`config.mk`:
```
export PLATFORM = sky130hd
export DESIGN_NAME = up_frame_sched
export DESIGN_NICKNAME = d
export VERILOG_FILES = /design/src/rtl/up_frame_sched_pkg.sv /design/src/rtl/up_frame_sched_edge_sync.sv /design/src/rtl/up_frame_sched.sv
export SDC_FILE = /design/constraint.sdc
export NUM_CORES = 1
export LEC_CHECK = 0
export CAP_MARGIN = 20
export CELL_PAD_IN_SITES_DETAIL_PLACEMENT = 0
export CELL_PAD_IN_SITES_GLOBAL_PLACEMENT = 2
export CORE_UTILIZATION = 36
export CTS_BUF_LIST = sky130_fd_sc_hd__clkbuf_2 sky130_fd_sc_hd__clkbuf_4 sky130_fd_sc_hd__clkbuf_8
export DETAILED_ROUTE_END_ITERATION = 8
export PLACE_DENSITY = 0.85
export SETUP_SLACK_MARGIN = 0.05
export SYNTH_ARGS = -nofsm -noshare
export SYNTH_HDL_FRONTEND = slang
export SYNTH_SLANG_ARGS = --single-unit
```
`constraint.sdc`:
```
create_clock -name clk -period 9.65 [get_ports clk]
set_input_delay 1.4475 -clock clk [delete_from_list [all_inputs] [get_ports clk]]
set_output_delay 1.4475 -clock clk [all_outputs]
set_load 0.02 [all_outputs]
```
`src/rtl/up_frame_sched_pkg.sv`:
```
// Shared constants, FSM state type and frame-width helper for the uplink scheduler.
package up_frame_pkg;

  localparam logic [7:0]  HEAD_BASE_DEF = 8'hA1;
  localparam logic [7:0]  HEAD_VER_DEF  = 8'hA6;
  localparam logic [7:0]  HEAD_FLT_DEF  = 8'hA5;
  localparam logic [7:0]  HEAD_CLR_DEF  = 8'hA7;
  localparam logic [15:0] VER_DEF       = 16'h4011;

  typedef enum logic [2:0] {
    ST_IDLE,
    ST_SNAP,
    ST_LOAD,
    ST_SEND,
    ST_NEXT,
    ST_FRAME_F
  } state_e;

  function automatic int unsigned frame_w(input int unsigned head_w, input int unsigned data_w);
    return head_w + data_w;
  endfunction

endpackage

```
`src/rtl/up_frame_sched_edge_sync.sv`:
```
// Three-flop synchroniser for an asynchronous level with single-cycle rise/fall pulses.
module up_edge_sync (
  input  logic clk_i,
  input  logic rst_i,
  input  logic d_i,
  output logic rise_o,
  output logic fall_o
);

  logic [2:0] sync_q;

  // Two metastability stages, third stage holds the previous synchronised value.
  always_ff @(posedge clk_i or posedge rst_i) begin
    if (rst_i) sync_q <= '0;
    else       sync_q <= {sync_q[1:0], d_i};
  end

  assign rise_o = sync_q[1] & ~sync_q[2];
  assign fall_o = ~sync_q[1] & sync_q[2];

endmodule

```
`src/rtl/up_frame_sched.sv`:
```
// Upstream telemetry scheduler: snapshots N_CH channels per tick, sends {header,data}
// frames plus a version frame, and interleaves fault assert/clear frames at frame boundaries.
module up_frame_sched
  import up_frame_pkg::*;
#(
  parameter int unsigned       N_CH      = 4,
  parameter int unsigned       DATA_W    = 16,
  parameter int unsigned       HEAD_W    = 8,
  parameter logic [HEAD_W-1:0] HEAD_BASE = HEAD_W'(HEAD_BASE_DEF),
  parameter logic [HEAD_W-1:0] HEAD_VER  = HEAD_W'(HEAD_VER_DEF),
  parameter logic [HEAD_W-1:0] HEAD_FLT  = HEAD_W'(HEAD_FLT_DEF),
  parameter logic [HEAD_W-1:0] HEAD_CLR  = HEAD_W'(HEAD_CLR_DEF),
  parameter logic [15:0]       VER       = VER_DEF,
  parameter logic              SEND_VER  = 1'b1
) (
  input  logic                                   clk,
  input  logic                                   rst,
  input  logic                                   fault,
  input  logic                                   tick,
  input  logic [N_CH-1:0]                        ch_en,
  input  logic [N_CH*DATA_W-1:0]                 ch_data,
  input  logic [DATA_W-1:0]                      state,
  input  logic                                   tx_done,
  output logic                                   tx_start,
  output logic [frame_w(HEAD_W, DATA_W)-1:0]     tx_data,
  output logic                                   busy,
  output logic [7:0]                             overrun
);

  localparam int unsigned FW    = frame_w(HEAD_W, DATA_W);
  localparam int unsigned IDX_W = (N_CH > 1) ? $clog2(N_CH) : 1;

  state_e              state_q, state_d;
  logic                tick_pend_q, tick_pend_d;
  logic                flt_pend_q, flt_pend_d;
  logic                clr_pend_q, clr_pend_d;
  logic                clr_first_q, clr_first_d;
  logic                scan_q, scan_d;
  logic                ver_pend_q, ver_pend_d;
  logic [N_CH-1:0]     rem_q, rem_d;
  logic [DATA_W-1:0]   snap_q [N_CH];
  logic [DATA_W-1:0]   snap_d [N_CH];
  logic [FW-1:0]       tx_data_q, tx_data_d;
  logic [7:0]          overrun_q, overrun_d;
  logic                flt_rise, flt_fall;
  logic [IDX_W-1:0]    idx;
  logic [HEAD_W-1:0]   head_ch;

  up_edge_sync u_flt_sync (
    .clk_i  (clk),
    .rst_i  (rst),
    .d_i    (fault),
    .rise_o (flt_rise),
    .fall_o (flt_fall)
  );

  // State, pending flags, snapshot and output registers.
  always_ff @(posedge clk or posedge rst) begin
    if (rst) begin
      state_q     <= ST_IDLE;
      tick_pend_q <= 1'b0;
      flt_pend_q  <= 1'b0;
      clr_pend_q  <= 1'b0;
      clr_first_q <= 1'b0;
      scan_q      <= 1'b0;
      ver_pend_q  <= 1'b0;
      rem_q       <= '0;
      tx_data_q   <= '0;
      overrun_q   <= '0;
      for (int unsigned i = 0; i < N_CH; i++) snap_q[i] <= '0;
    end else begin
      state_q     <= state_d;
      tick_pend_q <= tick_pend_d;
      flt_pend_q  <= flt_pend_d;
      clr_pend_q  <= clr_pend_d;
      clr_first_q <= clr_first_d;
      scan_q      <= scan_d;
      ver_pend_q  <= ver_pend_d;
      rem_q       <= rem_d;
      tx_data_q   <= tx_data_d;
      overrun_q   <= overrun_d;
      snap_q      <= snap_d;
    end
  end

  // Next-state logic: edge/tick bookkeeping first, then the frame sequencer.
  // A scan is tracked as a mask of channels still to send plus a version flag,
  // so a fault frame can be slotted in at NEXT and the scan simply resumes.
  always_comb begin
    state_d     = state_q;
    tick_pend_d = tick_pend_q;
    flt_pend_d  = flt_pend_q;
    clr_pend_d  = clr_pend_q;
    clr_first_d = clr_first_q;
    scan_d      = scan_q;
    ver_pend_d  = ver_pend_q;
    rem_d       = rem_q;
    tx_data_d   = tx_data_q;
    overrun_d   = overrun_q;
    snap_d      = snap_q;

    idx = '0;
    for (int unsigned i = N_CH; i > 0; i--) begin
      if (rem_q[i-1]) idx = IDX_W'(i - 1);
    end
    head_ch = HEAD_BASE + HEAD_W'(idx);

    if (flt_rise && !flt_pend_q) begin
      flt_pend_d  = 1'b1;
      clr_first_d = clr_pend_q;
    end
    if (flt_fall && !clr_pend_q) begin
      clr_pend_d  = 1'b1;
      clr_first_d = !flt_pend_q;
    end

    if (tick) begin
      if (tick_pend_q || scan_q) begin
        if (overrun_q != 8'hFF) overrun_d = overrun_q + 8'd1;
      end else begin
        tick_pend_d = 1'b1;
      end
    end

    unique case (state_q)
      ST_IDLE: begin
        if (flt_pend_q || clr_pend_q) state_d = ST_FRAME_F;
        else if (tick_pend_q)         state_d = ST_SNAP;
      end
      ST_SNAP: begin
        for (int unsigned i = 0; i < N_CH; i++) snap_d[i] = ch_data[i*DATA_W +: DATA_W];
        rem_d       = ch_en;
        ver_pend_d  = SEND_VER;
        tick_pend_d = 1'b0;
        if (ch_en != '0 || SEND_VER) begin
          scan_d  = 1'b1;
          state_d = ST_LOAD;
        end else begin
          state_d = ST_IDLE;
        end
      end
      ST_LOAD: begin
        if (rem_q != '0) begin
          tx_data_d  = {head_ch, snap_q[idx]};
          rem_d[idx] = 1'b0;
        end else begin
          tx_data_d  = {HEAD_VER, DATA_W'(VER)};
          ver_pend_d = 1'b0;
        end
        state_d = ST_SEND;
      end
      ST_SEND: begin
        if (tx_done) state_d = ST_NEXT;
      end
      ST_NEXT: begin
        if (rem_q == '0 && !ver_pend_q) scan_d = 1'b0;
        if (flt_pend_q || clr_pend_q)           state_d = ST_FRAME_F;
        else if (rem_q != '0 || ver_pend_q)     state_d = ST_LOAD;
        else                                    state_d = ST_IDLE;
      end
      ST_FRAME_F: begin
        if (clr_pend_q && (!flt_pend_q || clr_first_q)) begin
          tx_data_d  = {HEAD_CLR, state};
          clr_pend_d = 1'b0;
        end else begin
          tx_data_d  = {HEAD_FLT, state};
          flt_pend_d = 1'b0;
        end
        state_d = ST_SEND;
      end
      default: state_d = ST_IDLE;
    endcase
  end

  assign tx_start = (state_q == ST_SEND);
  assign tx_data  = tx_data_q;
  assign overrun  = overrun_q;
  assign busy     = (state_q != ST_IDLE) | tick_pend_q | flt_pend_q | clr_pend_q;

endmodule
```
==> out/qor.yml, run 1 <==
worstSetupStartpointType: "flop"
numCtsBuffers: 9
track_usage_pct: 18.4
n_antenna_cell: 0
ir_drop_uv: 118
first_pass_iters: 4
drc: 0
yosysWarnings: 0
arrival_ns: 2.54
postRouteAntennaNets: 0
postSynthCellCount: 414
hold_depth: 0
num_rows: 42
p_per_area_nw_per_um2: 316
rsz0062_at_grt: "no"
multiInputGateArea_um2: 2120
vias: 3757
clockBufferDepth: 2
r2r-end: "snap_q[1]$_DFFE_PP0P_"
reg2reg_depth: 4
synth_largest_area_cell: "dfrtp_1"
ctsResizeCount: 0
die_area_um2: 14400
cts.sinks: 108
port_buffers: 119
overflow: 0
critPathMaxFanout: 26
async_flop_share_pct: 100
final.setup_skew_ns: 0.0133
drtIter0Drc: 228
syn_area_per_cell_um2: 12.1
maxCapViolations: 0
postCtsSetupBuffers: 0
die_height_um: 120
outcome: "finished, final reports clean"
required_ns: 8.20
clkTransAtPathRegs_ns: 0.09
seq_area_um2: 2700
holdBufCountCts: 0
drv_slew: 0
cts-root-buf: "clkbuf_8"
yosys.area.top_type_share_pct: 53.7
layout.cells.most_common_list: "clkdlybuf4s50_1 (119), dfrtp_1 (108), mux2_2 (60)"
stdcell_area_um2: 6500
ys_seq_elements: 108
wl_um: 12600
cts_tree: "yes"
pin_count: 123
fin_crit_ns: 3.99
synth_area_um2: 5030
routed_via_density: 5.36
gp_congestion: 0.733
dp_cells: 685
die_w_um: 120
final_cells: 701
post_drt_wl_per_cell_um: 18.0
num-fill-cells: 1283
hold_end: "u_flt_sync.sync_q[1]$_DFF_PP0_"
synthTopCellsByArea: "dfrtp_1 (54%), mux2_2 (13%), o22ai_1 (4.1%), a21oi_1 (2.2%), o221ai_2 (2.1%)"
start_util_pct: 37.4
total_power_uw: 2060
end_kind: "primary output"
worstSetupPathType: "flop to primary output"
tightest_slew_ns: 1.01
grt_pass1_wl_um: 20400
nNetsFinal: 612
maxSlewHeadroom_pct: 32.4
antenna_found_initial: 0
syn2layout_area_growth_pct: 29.4
max_freq_ghz: 0.250
post_dp_cell_area_um2: 6300
hold_violations: 0
period_share_pct: 41.4
setup_viol: 0
synth_edf_count: 0
drive_gt1_share_pct: 19.0
grt_max_degree: 72
grt_pass1_vias: 3842
core_um2: 13500
layout_commonest_cell: "clkdlybuf4s50_1"
worstSkewPairLatency_ns: 0.38
hold_path_class: "flop to flop"
htree_levels: 3
r2r_start: "state_q[0]$_DFFE_PP0P_"
place_hpwl_um: 8850
rrSetupSlack_ns: 7.31
ys_seq_area_share_pct: 53.7
synth_cell_types: 49
p_leak_uw: 0.00258
min_from: "u_flt_sync.sync_q[0]$_DFF_PP0_"
ys.flop_type: "dfrtp_1"
fin_setup_tns_ns: 0
## power breakdown
group	internal, µW	leakage [µW]	switching [µW]	total, µW
clock	125	0.000100	158	283
combinational	466	0.00120	459	925
sequential	664	0.00128	185	850
total	1260	0.00258	802	2060
## logic make-up after synthesis
kind of cell	count (synthesis)	share of synthesized area, %
AND/OR/NAND/NOR	74	8.78
XOR/XNOR	5	0.871
AO/OA/AOI/OAI	117	16.8
multiplexers	65	14.5
buffers and inverters	41	4.40
adder cells (fa/ha/maj)	3	0.747
other	1	0.0746
flip-flops	108	53.7
## cell type report
type	instances	share of cell area, %
clock inverter	6	1.12
clock buffer	10	2.02
sequential	108	41.5
tap	176	3.39
timing repair buffer	122	18.7
multi-input combinational	267	32.5
inverter	12	0.731
## stage by stage
step	setup WS (ns)	hold WS, ns	utilization, %
global route	5.52	0.386	48.4
floorplan	5.36	0.331	-
finish	5.66	0.363	48.4
detailed placement	6.07	0.348	46.8
CTS	5.66	0.372	48.4
global placement	6.09	0.342	46.8
## critical path, cell delays in order (launching register included)
cell	delay, ns
dfrtp_1	1.02
inv_1	0.35
and3_1	0.26
clkdlybuf4s50_1	0.54
## metal layers
metal  up-vias  GRT usage, %  routed length [µm]
li1       1743             -                   -
met4         0          6.17                 259
met3        17          4.39                 710
met1      1877          25.4                5860
met5         -             0                   0
met2       120          28.3                5780
## Yosys cell counts, types with 2 or more instances
cell      count
dfrtp_1     108
mux2_2       60
o22ai_1      33
a21oi_1      22
o21ai_0      15
and2_1       13
nand2_1      13
inv_1        12
buf_4        11
buf_2         9
nor2_1        9
o221ai_1      8
clkbuf_1      7
o221ai_2      7
o22ai_2       7
nand2b_1      6
nor3_1        5
or3_1         5
a31oi_1       4
and3_1        4
mux2_1        4
nand3_1       4
nor2b_1       4
xnor2_1       4
a211oi_1      3
a221oi_1      3
a22o_1        3
ha_1          3
a21o_1        2
buf_6         2
nor2_2        2
nor3b_1       2
o211ai_1      2
o21a_1        2
o31ai_1       2
## sequential cells by signal, summed over array words and instances (netlist names)
signal             count
overrun                8
rem_q                  4
ver_pend_q             1
clr_first_q            1
flt_pend_q             1
tx_data               20
snap_q                64
u_flt_sync.sync_q      3
clr_pend_q             1
state_q                3
scan_q                 1
tick_pend_q            1
## worst max-delay path by stage
stage	from	depth (start not counted)	slack (ns)	end
3_3_place_gp	state_q[2]$_DFFE_PP0P_	3	6.09	tx_start
2_1_floorplan	rst	1	5.36	clr_first_q$_DFFE_PP0P_
4_1_cts	state_q[2]$_DFFE_PP0P_	3	5.66	tx_start
6_report	state_q[2]$_DFFE_PP0P_	3	5.66	tx_start
5_1_grt	state_q[2]$_DFFE_PP0P_	3	5.52	tx_start
3_5_place_dp	state_q[2]$_DFFE_PP0P_	3	6.07	tx_start
(Power assumes the default switching activity.)
==> run 2, diff against run 1 <==
--- a/config.mk
+++ b/config.mk
@@ -8,10 +8,10 @@
 export CAP_MARGIN = 20
 export CELL_PAD_IN_SITES_DETAIL_PLACEMENT = 0
 export CELL_PAD_IN_SITES_GLOBAL_PLACEMENT = 2
-export CORE_UTILIZATION = 36
+export CORE_UTILIZATION = 30
 export CTS_BUF_LIST = sky130_fd_sc_hd__clkbuf_2 sky130_fd_sc_hd__clkbuf_4 sky130_fd_sc_hd__clkbuf_8
 export DETAILED_ROUTE_END_ITERATION = 8
-export PLACE_DENSITY = 0.85
+export PLACE_DENSITY = 0.75
 export SETUP_SLACK_MARGIN = 0.05
 export SYNTH_ARGS = -nofsm -noshare
 export SYNTH_HDL_FRONTEND = slang
==> constraint.sdc (replaced) <==
create_clock -name clk -period 3.5 [get_ports clk]
set_input_delay 0.525 -clock clk [delete_from_list [all_inputs] [get_ports clk]]
set_output_delay 0.525 -clock clk [all_outputs]
set_load 0.02 [all_outputs]
==> run 2 against run 1 <==
  * Total power rose to 2.8 times the previous value
  * Cell area up 1.4%
  * Die area up 20%
  * Count of clock-buffer cells in the layout unchanged
  * Sequential power rose to 2.7 times the previous value
  * Combinational power rose to 2.8 times the previous value
  * Global-route usage down 2.1 points
  * Core utilization down 7.4 points
  * Setup slack worse by 4.8 ns
  * Critical path depth unchanged
  * Critical path type unchanged
  * Largest cell class unchanged
  * Largest power group unchanged
==> out/qor.yml, run 2 (same netlist as run 1, synthesis figures left out) <==
min_from: "u_flt_sync.sync_q[0]$_DFF_PP0_"  # unchanged
die_height_um: 131  # was 120 µm
postRouteAntennaNets: 0  # unchanged
final.setup_skew_ns: 0.0107  # was 0.0133 ns
numCtsBuffers: 9  # unchanged
track_usage_pct: 16.3  # was 18.4%
wl_um: 13400  # was 12,600 µm
drv_slew: 0  # unchanged
hold_path_class: "flop to flop"  # unchanged
htree_levels: 3  # unchanged
power_frac_clock_pct: 13.9  # was 13.7%
ctsResizeCount: 0  # unchanged
sw_frac_of_total_pct: 39.2  # was 39.0%
stdcell_area_um2: 6600  # was 6500 µm²
port_buffers: 119  # unchanged
routed_via_density: 4.98  # was 5.36
first_pass_iters: 4  # unchanged
drive_gt1_share_pct: 19.4  # was 19.0%
clkTransAtPathRegs_ns: 0.10  # was 0.09 ns
grt_pass1_vias: 3805  # was 3,842
cts.sinks: 108  # unchanged
cts_tree: "yes"  # unchanged
crit_path_top_delay_cell: "dfrtp_1"  # unchanged
drtIter0Drc: 229  # was 228
arrival_ns: 2.10  # was 2.54 ns
cts-root-buf: "clkbuf_8"  # unchanged
post_dp_cell_area_um2: 6390  # was 6300 µm²
holdWs_ns: 0.364  # was 0.363 ns
required_ns: 2.97  # was 8.20 ns
switchingPower_uw: 2250  # was 802 µW
layout.cells.most_common_list: "clkdlybuf4s50_1 (119), dfrtp_1 (108), mux2_2 (60)"  # unchanged
antenna_found_initial: 0  # unchanged
cp_slowest_stage_delay_ns: 0.71  # was 1.02 ns
grt_busiest_layer: "met2"  # unchanged
period_share_pct: 75.0
fin_crit_ns: 2.62
overflow: 0  # unchanged
use_met2_pct: 25.0  # was 28.3%
num_rows: 46  # was 42
ir_drop_uv: 373  # was 118 µV
use_met1_pct: 22.9  # was 25.4%
n_antenna_cell: 0  # unchanged
path_cells: "inv_1 -> and3_1 -> clkdlybuf4s50_1"  # unchanged
hold_end: "u_flt_sync.sync_q[1]$_DFF_PP0_"  # unchanged
syn2layout_area_growth_pct: 31.2  # was 29.4%
hold_depth: 0  # unchanged
setup_viol: 0  # unchanged
grt_pass1_wl_um: 21700  # was 20,400 µm
fin_setup_tns_ns: 0  # unchanged
clockBufferDepth: 2  # unchanged
die_w_um: 131  # was 120 µm
vias: 3699  # was 3,757
globalRouteMet3Util_pct: 3.47  # was 4.39%
r2r_start: "rem_q[2]$_DFFE_PP0P_"  # was state_q[0]$_DFFE_PP0P_
pin_count: 123  # unchanged
drc: 0  # unchanged
outcome: "finished, final reports clean"  # unchanged
rsz0062_at_grt: "no"  # unchanged
nNetsFinal: 614  # was 612
gp_congestion: 0.739  # was 0.733
holdBufCountCts: 0  # unchanged
maxCapViolations: 0  # unchanged
p_seq_share_pct: 40.6  # was 41.3%
die_area_um2: 17300  # was 14,400 µm²
post_drt_wl_per_cell_um: 18.1  # was 18.0 µm
worstSetupPathType: "flop to primary output"  # unchanged
core_um2: 16100  # was 13,500 µm²
place_hpwl_um: 9600  # was 8850 µm
intPower_uw: 3490  # was 1260 µW
worstSetupStartpointType: "flop"  # unchanged
largest-register: "snap_q"  # unchanged
start_util_pct: 31.2  # was 37.4%
hold_violations: 0  # unchanged
r2r-end: "tx_data[13]$_DFFE_PP0P_"  # was snap_q[1]$_DFFE_PP0P_
timing.final.ws_setup_ns: 0.875  # was 5.66 ns
p_leak_uw: 0.00260  # was 0.00258 µW
reg2reg_depth: 4  # unchanged
end_kind: "primary output"  # unchanged
grt_max_degree: 72  # unchanged
maxSlewHeadroom_pct: 34.2  # was 32.4%
rrSetupSlack_ns: 1.47  # was 7.31 ns
p_per_area_nw_per_um2: 870  # was 316 nW/µm²
num-fill-cells: 1573  # was 1,283
layout_commonest_cell: "clkdlybuf4s50_1"  # unchanged
worstSkewPairLatency_ns: 0.39  # was 0.38 ns
pwr-share-comb_pct: 45.4  # was 45.0%
place_ws_ns: 1.30  # was 6.07 ns
critPathMaxFanout: 16  # was 26
postCtsSetupBuffers: 0  # unchanged
cp_num_buf_inv: 2  # unchanged
tightest_slew_ns: 0.986  # was 1.01 ns
largest_reg_flops: 64  # unchanged
max_freq_ghz: 0.381
crit_family: "buffers and inverters"  # was flip-flops
==> run 2: cell types whose count changed in the layout (fill, tap and decap cells not counted) <==
cell / previous run / this run
inv_8: 0 / 1
buf_12: 0 / 2
clkinv_4: 3 / 2
clkinv_2: 0 / 1
clkinvlp_4: 1 / 0
==> run 2: metrics by stage <==
stage,utilization (%),total power [µW],std cells
detailed placement,39.7,4990,727
global placement,39.7,4900,727
CTS,40.9,5810,743
global route,40.9,6160,743
floorplan,-,4150,416
finish,40.9,5740,743
==> run 2: area by class of cell <==
type	count	area, µm²	area share, %
clock inverter	6	72.6	1.10
timing repair buffer	124	1250	19.0
sequential	108	2700	41.0
clock buffer	10	131	1.99
inverter	12	47.5	0.721
tap	216	270	4.10
multi-input combinational	267	2120	32.1
==> run 2: worst max path at each step <==
stage,depth (start not counted),endpoint,start,slack [ns]
6_report,3,tx_start,state_q[2]$_DFFE_PP0P_,0.88
3_3_place_gp,3,tx_start,state_q[2]$_DFFE_PP0P_,1.37
2_1_floorplan,1,clr_first_q$_DFFE_PP0P_,rst,0.13
5_1_grt,3,tx_start,state_q[2]$_DFFE_PP0P_,0.71
4_1_cts,3,tx_start,state_q[2]$_DFFE_PP0P_,0.86
3_5_place_dp,3,tx_start,state_q[2]$_DFFE_PP0P_,1.30
==> run 2: layer usage <==
metal | part of all wire, % | up-vias | wire length [µm]
li1 | - | 1753 | -
met1 | 48 | 1844 | 6500
met2 | 46 | 90 | 6180
met3 | 4.2 | 12 | 563
met4 | 1.4 | 0 | 193
met5 | 0 | - | 0
==> run 2: power by group through the flow <==
stage               sequential [µW]  clock, µW  combinational, µW
global route                   2420        875               2860
finish                         2330        801               2610
global placement               2340          0               2560
floorplan                      2300          0               1840
CTS                            2330        829               2640
detailed placement             2360          0               2630
==> run 2: worst register-to-register path, delay by kind of cell, from the launching register on <==
family          cells  cell delay (ns)
compound gates      2             0.50
flops               1             0.59
simple gates        2             0.88
